==> src/rtl/sd_cmd_arbiter_pkg.sv <==
// Shared widths, defaults and FSM state encoding for the two-requester SD command arbiter.
package sd_cmd_arbiter_pkg;

    localparam int SD_LEN_W           = 23;
    localparam int SD_ADDR_W          = 32;
    localparam int SD_DATA_W          = 16;
    localparam int READ_WORDS_DEFAULT = 256;

    typedef enum logic [2:0] {
        ST_IDLE,
        ST_ISSUE,
        ST_XFER,
        ST_DONE,
        ST_ERR
    } arb_state_t;

endpackage

==> src/rtl/sd_cmd_arbiter_if.sv <==
// One requester's command/data port; the requester holds the master side, the arbiter the slave side.
interface sd_cmd_arbiter_if;
    import sd_cmd_arbiter_pkg::*;

    logic                 cmd_trigger;
    logic                 cmd_write;
    logic [SD_LEN_W-1:0]  cmd_writeLen;
    logic [SD_ADDR_W-1:0] cmd_addr;
    logic                 cmd_accepted;
    logic [SD_DATA_W-1:0] dataIn;
    logic                 dataIn_accepted;
    logic                 dataOut_valid;
    logic                 done;
    logic                 err;

    modport master (
        output cmd_trigger, cmd_write, cmd_writeLen, cmd_addr, dataIn,
        input  cmd_accepted, dataIn_accepted, dataOut_valid, done, err
    );

    modport slave (
        input  cmd_trigger, cmd_write, cmd_writeLen, cmd_addr, dataIn,
        output cmd_accepted, dataIn_accepted, dataOut_valid, done, err
    );

endinterface

==> src/rtl/sd_cmd_arbiter_rr_arb2.sv <==
// Two-way round-robin pick: a lone requester wins outright, a tie goes to whoever did not win last.
module rr_arb2 (
    input  logic [1:0] req,
    input  logic       last,
    output logic       grant,
    output logic       valid
);

    assign valid = |req;

    always_comb begin
        grant = last;
        if (req == 2'b11) begin
            grant = ~last;
        end else if (req[0]) begin
            grant = 1'b0;
        end else if (req[1]) begin
            grant = 1'b1;
        end
    end

endmodule

==> src/rtl/sd_cmd_arbiter.sv <==
// Shares one SD controller command/data port between two requesters: grant, latch command,
// route the owner's data and handshakes, count words, and report done/err back to the owner.
module sd_cmd_arbiter
    import sd_cmd_arbiter_pkg::*;
#(
    parameter int READ_WORDS     = READ_WORDS_DEFAULT,
    parameter int TIMEOUT_CYCLES = 65535
) (
    input  logic                 clk,
    input  logic                 rst,
    sd_cmd_arbiter_if.slave      r0,
    sd_cmd_arbiter_if.slave      r1,
    output logic [SD_DATA_W-1:0] dataOut,
    output logic                 busy,
    output logic                 owner,
    output logic                 sd_cmd_trigger,
    input  logic                 sd_cmd_accepted,
    output logic                 sd_cmd_write,
    output logic [SD_LEN_W-1:0]  sd_cmd_writeLen,
    output logic [SD_ADDR_W-1:0] sd_cmd_addr,
    output logic [SD_DATA_W-1:0] sd_dataIn,
    input  logic                 sd_dataIn_accepted,
    input  logic [SD_DATA_W-1:0] sd_dataOut,
    input  logic                 sd_dataOut_valid,
    input  logic                 sd_err
);

    localparam int            TW     = (TIMEOUT_CYCLES > 1) ? $clog2(TIMEOUT_CYCLES) : 1;
    localparam bit            T_EN   = (TIMEOUT_CYCLES > 0);
    localparam logic [TW-1:0] T_LAST = TW'((TIMEOUT_CYCLES > 0) ? TIMEOUT_CYCLES - 1 : 0);

    arb_state_t           state, state_next;
    logic                 grant, req_valid;
    logic                 sel_write;
    logic [SD_LEN_W-1:0]  sel_len;
    logic [SD_ADDR_W-1:0] sel_addr;
    logic [SD_LEN_W-1:0]  word_cnt;
    logic [TW-1:0]        idle_cnt;
    logic                 err_pending;
    logic                 active, handshake, xfer_strobe, timeout_hit;

    rr_arb2 u_rr (
        .req   ({r1.cmd_trigger, r0.cmd_trigger}),
        .last  (owner),
        .grant (grant),
        .valid (req_valid)
    );

    assign sel_write   = grant ? r1.cmd_write    : r0.cmd_write;
    assign sel_len     = grant ? r1.cmd_writeLen : r0.cmd_writeLen;
    assign sel_addr    = grant ? r1.cmd_addr     : r0.cmd_addr;

    assign active      = (state == ST_ISSUE) || (state == ST_XFER);
    assign handshake   = sd_cmd_accepted | sd_dataIn_accepted | sd_dataOut_valid;
    assign xfer_strobe = sd_cmd_write ? sd_dataIn_accepted : sd_dataOut_valid;
    assign timeout_hit = T_EN && active && !handshake && (idle_cnt == T_LAST);

    // sd_err outranks both acceptance and the final word, so a failing transfer never reports done
    always_comb begin
        state_next = state;
        case (state)
            ST_IDLE: begin
                if (req_valid) begin
                    state_next = (sel_write && (sel_len == '0)) ? ST_ERR : ST_ISSUE;
                end
            end
            ST_ISSUE: begin
                if (sd_err || timeout_hit) begin
                    state_next = ST_ERR;
                end else if (sd_cmd_accepted) begin
                    state_next = ST_XFER;
                end
            end
            ST_XFER: begin
                if (sd_err || timeout_hit) begin
                    state_next = ST_ERR;
                end else if ((word_cnt == '0) || (xfer_strobe && (word_cnt == SD_LEN_W'(1)))) begin
                    state_next = ST_DONE;
                end
            end
            ST_DONE: state_next = ST_IDLE;
            ST_ERR: begin
                if (!sd_err) begin
                    state_next = ST_IDLE;
                end
            end
            default: state_next = ST_IDLE;
        endcase
    end

    always_ff @(posedge clk) begin
        if (rst) begin
            state           <= ST_IDLE;
            owner           <= 1'b1;
            sd_cmd_trigger  <= 1'b0;
            sd_cmd_write    <= 1'b0;
            sd_cmd_writeLen <= '0;
            sd_cmd_addr     <= '0;
            word_cnt        <= '0;
            idle_cnt        <= '0;
            err_pending     <= 1'b0;
        end else begin
            state          <= state_next;
            sd_cmd_trigger <= (state_next == ST_ISSUE);
            err_pending    <= (state_next == ST_ERR) && (state != ST_ERR);
            if ((state == ST_IDLE) && req_valid) begin
                owner           <= grant;
                sd_cmd_write    <= sel_write;
                sd_cmd_writeLen <= sel_len;
                sd_cmd_addr     <= sel_addr;
            end
            if ((state == ST_ISSUE) && sd_cmd_accepted) begin
                word_cnt <= sd_cmd_write ? sd_cmd_writeLen : SD_LEN_W'(READ_WORDS);
            end else if ((state == ST_XFER) && xfer_strobe && (word_cnt != '0)) begin
                word_cnt <= word_cnt - SD_LEN_W'(1);
            end
            if (T_EN && active && !handshake) begin
                idle_cnt <= idle_cnt + TW'(1);
            end else begin
                idle_cnt <= '0;
            end
        end
    end

    assign busy      = (state != ST_IDLE);
    assign dataOut   = sd_dataOut;
    assign sd_dataIn = owner ? r1.dataIn : r0.dataIn;

    // Every strobe toward a requester is qualified by ownership and state, so the loser stays silent
    assign r0.cmd_accepted    = !owner && (state == ST_ISSUE) && sd_cmd_accepted;
    assign r1.cmd_accepted    =  owner && (state == ST_ISSUE) && sd_cmd_accepted;
    assign r0.dataIn_accepted = !owner && (state == ST_XFER) && sd_dataIn_accepted;
    assign r1.dataIn_accepted =  owner && (state == ST_XFER) && sd_dataIn_accepted;
    assign r0.dataOut_valid   = !owner && (state == ST_XFER) && sd_dataOut_valid;
    assign r1.dataOut_valid   =  owner && (state == ST_XFER) && sd_dataOut_valid;
    assign r0.done            = !owner && (state == ST_DONE);
    assign r1.done            =  owner && (state == ST_DONE);
    assign r0.err             = !owner && (state == ST_ERR) && err_pending;
    assign r1.err             =  owner && (state == ST_ERR) && err_pending;

endmodule

==> src/flat_wrapper.sv <==
// flat-port wrapper written by rule: the top's interface ports become plain ports
module sd_cmd_arbiter_flat import sd_cmd_arbiter_pkg::*;
#(
    parameter int READ_WORDS     = READ_WORDS_DEFAULT,
    parameter int TIMEOUT_CYCLES = 65535
)
  (clk, rst, dataOut, busy, owner, sd_cmd_trigger, sd_cmd_accepted, sd_cmd_write, sd_cmd_writeLen, sd_cmd_addr, sd_dataIn, sd_dataIn_accepted, sd_dataOut, sd_dataOut_valid, sd_err, r0_cmd_trigger, r0_cmd_write, r0_cmd_writeLen, r0_cmd_addr, r0_dataIn, r0_cmd_accepted, r0_dataIn_accepted, r0_dataOut_valid, r0_done, r0_err, r1_cmd_trigger, r1_cmd_write, r1_cmd_writeLen, r1_cmd_addr, r1_dataIn, r1_cmd_accepted, r1_dataIn_accepted, r1_dataOut_valid, r1_done, r1_err);
  sd_cmd_arbiter_if r0_i ();
  sd_cmd_arbiter_if r1_i ();
  input  logic clk;
  input  logic rst;
  output logic [SD_DATA_W-1:0] dataOut;
  output logic busy;
  output logic owner;
  output logic sd_cmd_trigger;
  input  logic sd_cmd_accepted;
  output logic sd_cmd_write;
  output logic [SD_LEN_W-1:0] sd_cmd_writeLen;
  output logic [SD_ADDR_W-1:0] sd_cmd_addr;
  output logic [SD_DATA_W-1:0] sd_dataIn;
  input  logic sd_dataIn_accepted;
  input  logic [SD_DATA_W-1:0] sd_dataOut;
  input  logic sd_dataOut_valid;
  input  logic sd_err;
  input wire logic [$bits(r0_i.cmd_trigger)-1:0] r0_cmd_trigger;
  input wire logic [$bits(r0_i.cmd_write)-1:0] r0_cmd_write;
  input wire logic [$bits(r0_i.cmd_writeLen)-1:0] r0_cmd_writeLen;
  input wire logic [$bits(r0_i.cmd_addr)-1:0] r0_cmd_addr;
  input wire logic [$bits(r0_i.dataIn)-1:0] r0_dataIn;
  output wire logic [$bits(r0_i.cmd_accepted)-1:0] r0_cmd_accepted;
  output wire logic [$bits(r0_i.dataIn_accepted)-1:0] r0_dataIn_accepted;
  output wire logic [$bits(r0_i.dataOut_valid)-1:0] r0_dataOut_valid;
  output wire logic [$bits(r0_i.done)-1:0] r0_done;
  output wire logic [$bits(r0_i.err)-1:0] r0_err;
  input wire logic [$bits(r1_i.cmd_trigger)-1:0] r1_cmd_trigger;
  input wire logic [$bits(r1_i.cmd_write)-1:0] r1_cmd_write;
  input wire logic [$bits(r1_i.cmd_writeLen)-1:0] r1_cmd_writeLen;
  input wire logic [$bits(r1_i.cmd_addr)-1:0] r1_cmd_addr;
  input wire logic [$bits(r1_i.dataIn)-1:0] r1_dataIn;
  output wire logic [$bits(r1_i.cmd_accepted)-1:0] r1_cmd_accepted;
  output wire logic [$bits(r1_i.dataIn_accepted)-1:0] r1_dataIn_accepted;
  output wire logic [$bits(r1_i.dataOut_valid)-1:0] r1_dataOut_valid;
  output wire logic [$bits(r1_i.done)-1:0] r1_done;
  output wire logic [$bits(r1_i.err)-1:0] r1_err;
  assign r0_i.cmd_trigger = r0_cmd_trigger;
  assign r0_i.cmd_write = r0_cmd_write;
  assign r0_i.cmd_writeLen = r0_cmd_writeLen;
  assign r0_i.cmd_addr = r0_cmd_addr;
  assign r0_i.dataIn = r0_dataIn;
  assign r0_cmd_accepted = r0_i.cmd_accepted;
  assign r0_dataIn_accepted = r0_i.dataIn_accepted;
  assign r0_dataOut_valid = r0_i.dataOut_valid;
  assign r0_done = r0_i.done;
  assign r0_err = r0_i.err;
  assign r1_i.cmd_trigger = r1_cmd_trigger;
  assign r1_i.cmd_write = r1_cmd_write;
  assign r1_i.cmd_writeLen = r1_cmd_writeLen;
  assign r1_i.cmd_addr = r1_cmd_addr;
  assign r1_i.dataIn = r1_dataIn;
  assign r1_cmd_accepted = r1_i.cmd_accepted;
  assign r1_dataIn_accepted = r1_i.dataIn_accepted;
  assign r1_dataOut_valid = r1_i.dataOut_valid;
  assign r1_done = r1_i.done;
  assign r1_err = r1_i.err;
  sd_cmd_arbiter #(.READ_WORDS(READ_WORDS), .TIMEOUT_CYCLES(TIMEOUT_CYCLES)) u_core (.clk(clk), .rst(rst), .r0(r0_i), .r1(r1_i), .dataOut(dataOut), .busy(busy), .owner(owner), .sd_cmd_trigger(sd_cmd_trigger), .sd_cmd_accepted(sd_cmd_accepted), .sd_cmd_write(sd_cmd_write), .sd_cmd_writeLen(sd_cmd_writeLen), .sd_cmd_addr(sd_cmd_addr), .sd_dataIn(sd_dataIn), .sd_dataIn_accepted(sd_dataIn_accepted), .sd_dataOut(sd_dataOut), .sd_dataOut_valid(sd_dataOut_valid), .sd_err(sd_err));
endmodule
==> config.mk <==
export PLATFORM = sky130hd
export DESIGN_NAME = sd_cmd_arbiter_flat
export DESIGN_NICKNAME = d
export VERILOG_FILES = /design/src/rtl/sd_cmd_arbiter_pkg.sv /design/src/rtl/sd_cmd_arbiter_if.sv /design/src/rtl/sd_cmd_arbiter_rr_arb2.sv /design/src/rtl/sd_cmd_arbiter.sv /design/src/flat_wrapper.sv
export SDC_FILE = /design/constraint.sdc
export NUM_CORES = 1
export LEC_CHECK = 0
export BUFFER_PORTS_ARGS = -buffer_cell sky130_fd_sc_hd__buf_2
export CORE_MARGIN = 1
export CORE_UTILIZATION = 42
export DETAILED_ROUTE_END_ITERATION = 12
export GPL_TIMING_DRIVEN = 0
export PLACE_DENSITY = 0.73
export SLEW_MARGIN = 20
export SYNTH_ARGS = -nofsm -noshare
export SYNTH_HDL_FRONTEND = slang
export SYNTH_HIERARCHICAL = 1
export SYNTH_SLANG_ARGS = --single-unit
==> constraint.sdc <==
create_clock -name clk -period 2.1 [get_ports clk]
set_input_delay 0.105 -clock clk [delete_from_list [all_inputs] [get_ports clk]]
set_output_delay 0.105 -clock clk [all_outputs]
set_load 0.03 [all_outputs]
==> flow_metrics.tcl <==
set metrics [dict create \
    cellLeakagePower_nw 3.49 \
    antenna_found_initial 0 \
    crit_required_ns 2.34 \
    drc_errors 0 \
    relSlewSlack 0.481 \
    firstDrtPassIters 5 \
    cts_made_buffers 9 \
    core-area_mm2 0.0126 \
    cts_sinks 101 \
    syn_nets 789 \
    port_buffers 251 \
    ant_nets 0 \
    yosysSeqAreaShare 0.371 \
    synth_edf_count 0 \
    synthFlopType "dfxtp_1" \
    die_h_um 116 \
    path_class "reg2reg" \
    hold_buffers 0 \
    fmax_ghz 0.489 \
    hold_depth 3 \
    syn2layout_area_growth_pct 37.8 \
    cp-end-kind "flop" \
    vias 5855 \
    tightest_slew_ns 0.778 \
    post-synth-top-area-fraction 0.371 \
    initial_core_util 0.431 \
    syn-cell-area_mm2 0.00545 \
    synthTopCellsByArea "dfxtp_1, mux2i_1, a211oi_1, nor2_1, mux2_2" \
    wire_per_inst_um 17.0 \
    rsz0062_at_grt "true" \
    async_flop_share 0 \
    postRouteWirelength_um 18200 \
    syn_avg_cell_area_um2 8.83 \
    ff2ff_path_depth 6 \
    synthTopCellsByCount "dfxtp_1, nor2_1, a211oi_1, mux2i_1, clkbuf_1" \
    cts_tree "built" \
    fin_area_mm2 0.00750 \
    setup_viol 0 \
    power_density_mw_per_mm2 843 \
    place_hpwl_um 13900 \
    pin_count 269 \
    fin_crit_ns 2.04 \
    cts_buffer_depth 2 \
    synth_warnings 6 \
    chipWidth_um 116 \
    fin_ws_ns 0.0554 \
    grt_pass1_vias 5155 \
    diodes 0 \
    min_period_over_period 0.974 \
    ctsHtreeMaxLevel 3 \
    peakVddDrop_mv 0.443 \
    grt_overflow 0 \
    fillers 1182 \
    num_rows 41 \
    place_ws_ns -0.472 \
    drt-vias-per-instance 5.48 \
    skew_ns 0.00751 \
    slew_violations 0 \
    drtIter0Drc 392 \
    cts-root-buf "clkbuf_16" \
    yosysUniqueCellTypes 67 \
    place_area_mm2 0.00692 \
    timing.hold.ws_ns 0.0883 \
    timing_hold_violations_final 0 \
    drive_above_1_share 0.419 \
    hp-class "in2reg" \
    gp_congestion 0.898 \
    start_kind "flop" \
    grt_start_max_net_pins 18 \
    syn-instance-count 617 \
    critPathArrivalTime_ns 2.28 \
    fin_util 0.594 \
    yosys_register_bits 101 \
    grt_usage 0.261 \
    dieArea_mm2 0.0134 \
    max_cap_violations 0 \
    grt_pass1_wl_um 26400 \
    synth_top_cell_by_area "dfxtp_1" \
    outcome "finished, final reports clean" \
    critPathMaxFanout 8 \
    insertion_delay_ns 0.35 \
    clkTransAtPathRegs_ns 0.07 \
    nets 1064 \
    synth_most_common_cell "dfxtp_1" \
]
## metrics by stage
step | std cells | TNS [ns] | total power, W
6_report | 1069 | 0 | 0.00632
5_1_grt | 1069 | -0.0626 | 0.00664
4_1_cts | 1057 | -0.0743 | 0.00625
3_5_place_dp | 1040 | -17.88 | 0.00452
3_3_place_gp | 1040 | -16.76 | 0.00451
2_1_floorplan | 617 | 0 | 0.00381
## flip-flops by register name (all words and copies together) (netlist names)
| register | cells |
|---|---|
| u_core/sd_cmd_addr | 32 |
| u_core/sd_cmd_writeLen | 23 |
| u_core/owner | 1 |
| u_core/word_cnt | 23 |
| u_core/idle_cnt | 16 |
| u_core/state | 3 |
| u_core/sd_cmd_write | 1 |
| u_core/err_pending | 1 |
| u_core/sd_cmd_trigger | 1 |
## critical path, stage by stage, from the launching register on
cell and delay, ns:
dfxtp_4 0.38, or4_4 0.58, nor3_4 0.28, a21o_1 0.19, buf_6 0.15, a21oi_4 0.10
a32o_1 0.26
## final timing paths
kind | from | to | slack, ns
worst max-delay path | u_core/word_cnt[4]$_SDFFE_PP0P_ | u_core/word_cnt[10]$_SDFFE_PP0P_ | 0.06
worst min-delay path | r0_cmd_addr[30] | u_core/sd_cmd_addr[30]$_SDFFE_PP0P_ | 0.09
worst max register to register | u_core/word_cnt[4]$_SDFFE_PP0P_ | u_core/word_cnt[10]$_SDFFE_PP0P_ | 0.06
worst min register to register | u_core/idle_cnt[0]$_SDFF_PP0_ | u_core/idle_cnt[0]$_SDFF_PP0_ | 0.46
## kinds of logic after synthesis
logic type,synth area share
compound gates,0.179
buf+inv,0.0641
simple gates,0.203
flops,0.371
xor+xnor,0.0354
fa+ha+maj,0.00919
mux,0.138
## report_power, final
group | switching [W] | internal, W
sequential | 0.000190 | 0.00212
combinational | 0.00145 | 0.000878
clock | 0.000754 | 0.000928
total | 0.00239 | 0.00393
## layout make-up
| class | count | area, µm² | share of cell area |
|---|---|---|---|
| multi-input cells | 444 | 3200 | 0.426 |
| flip-flops and latches | 101 | 2030 | 0.271 |
| repair buffers | 266 | 1370 | 0.183 |
| plain buffers | 60 | 347 | 0.0462 |
| clock buffers | 9 | 225 | 0.0300 |
| well taps | 172 | 215 | 0.0287 |
| clock inverters | 7 | 72.6 | 0.00967 |
| inverters | 10 | 42.5 | 0.00567 |
## metal layers
layer | track usage | part of all wire
met1 | 0.323 | 0.40
met2 | 0.452 | 0.49
met3 | 0.0403 | 0.087
met5 | 0 | 0
met4 | 0.109 | 0.022
## repair_timing
action | 4_1_cts | 5_1_grt
resized for setup | 32 | 30
setup buffers | 2 | 12
gates cloned | 0 | 1
pin swaps | 1 | 7
endpoints found under the setup margin | 89 | 86
## cells in the final DEF (no fill, tap or decap), drive strengths merged, types with 3 or more instances in the layout
cell type and n:
inv 12, o41ai 3, nand3 21, a32o 7, a22o 4, buf 297
mux2i 56, a21oi 15, mux2 17, nor3b 5, xnor2 11, clkbuf 38
or4 4, and3 5, and2 4, o21ai 6, o22ai 3, a2111oi 3
o311a 3, and4 3, dfxtp 101, nor3 17, or2 7, nor4 20
ha 4, nor2 92, nand2 25, nand4 5, xor2 11, a211oi 64
(Power assumes the default switching activity.)
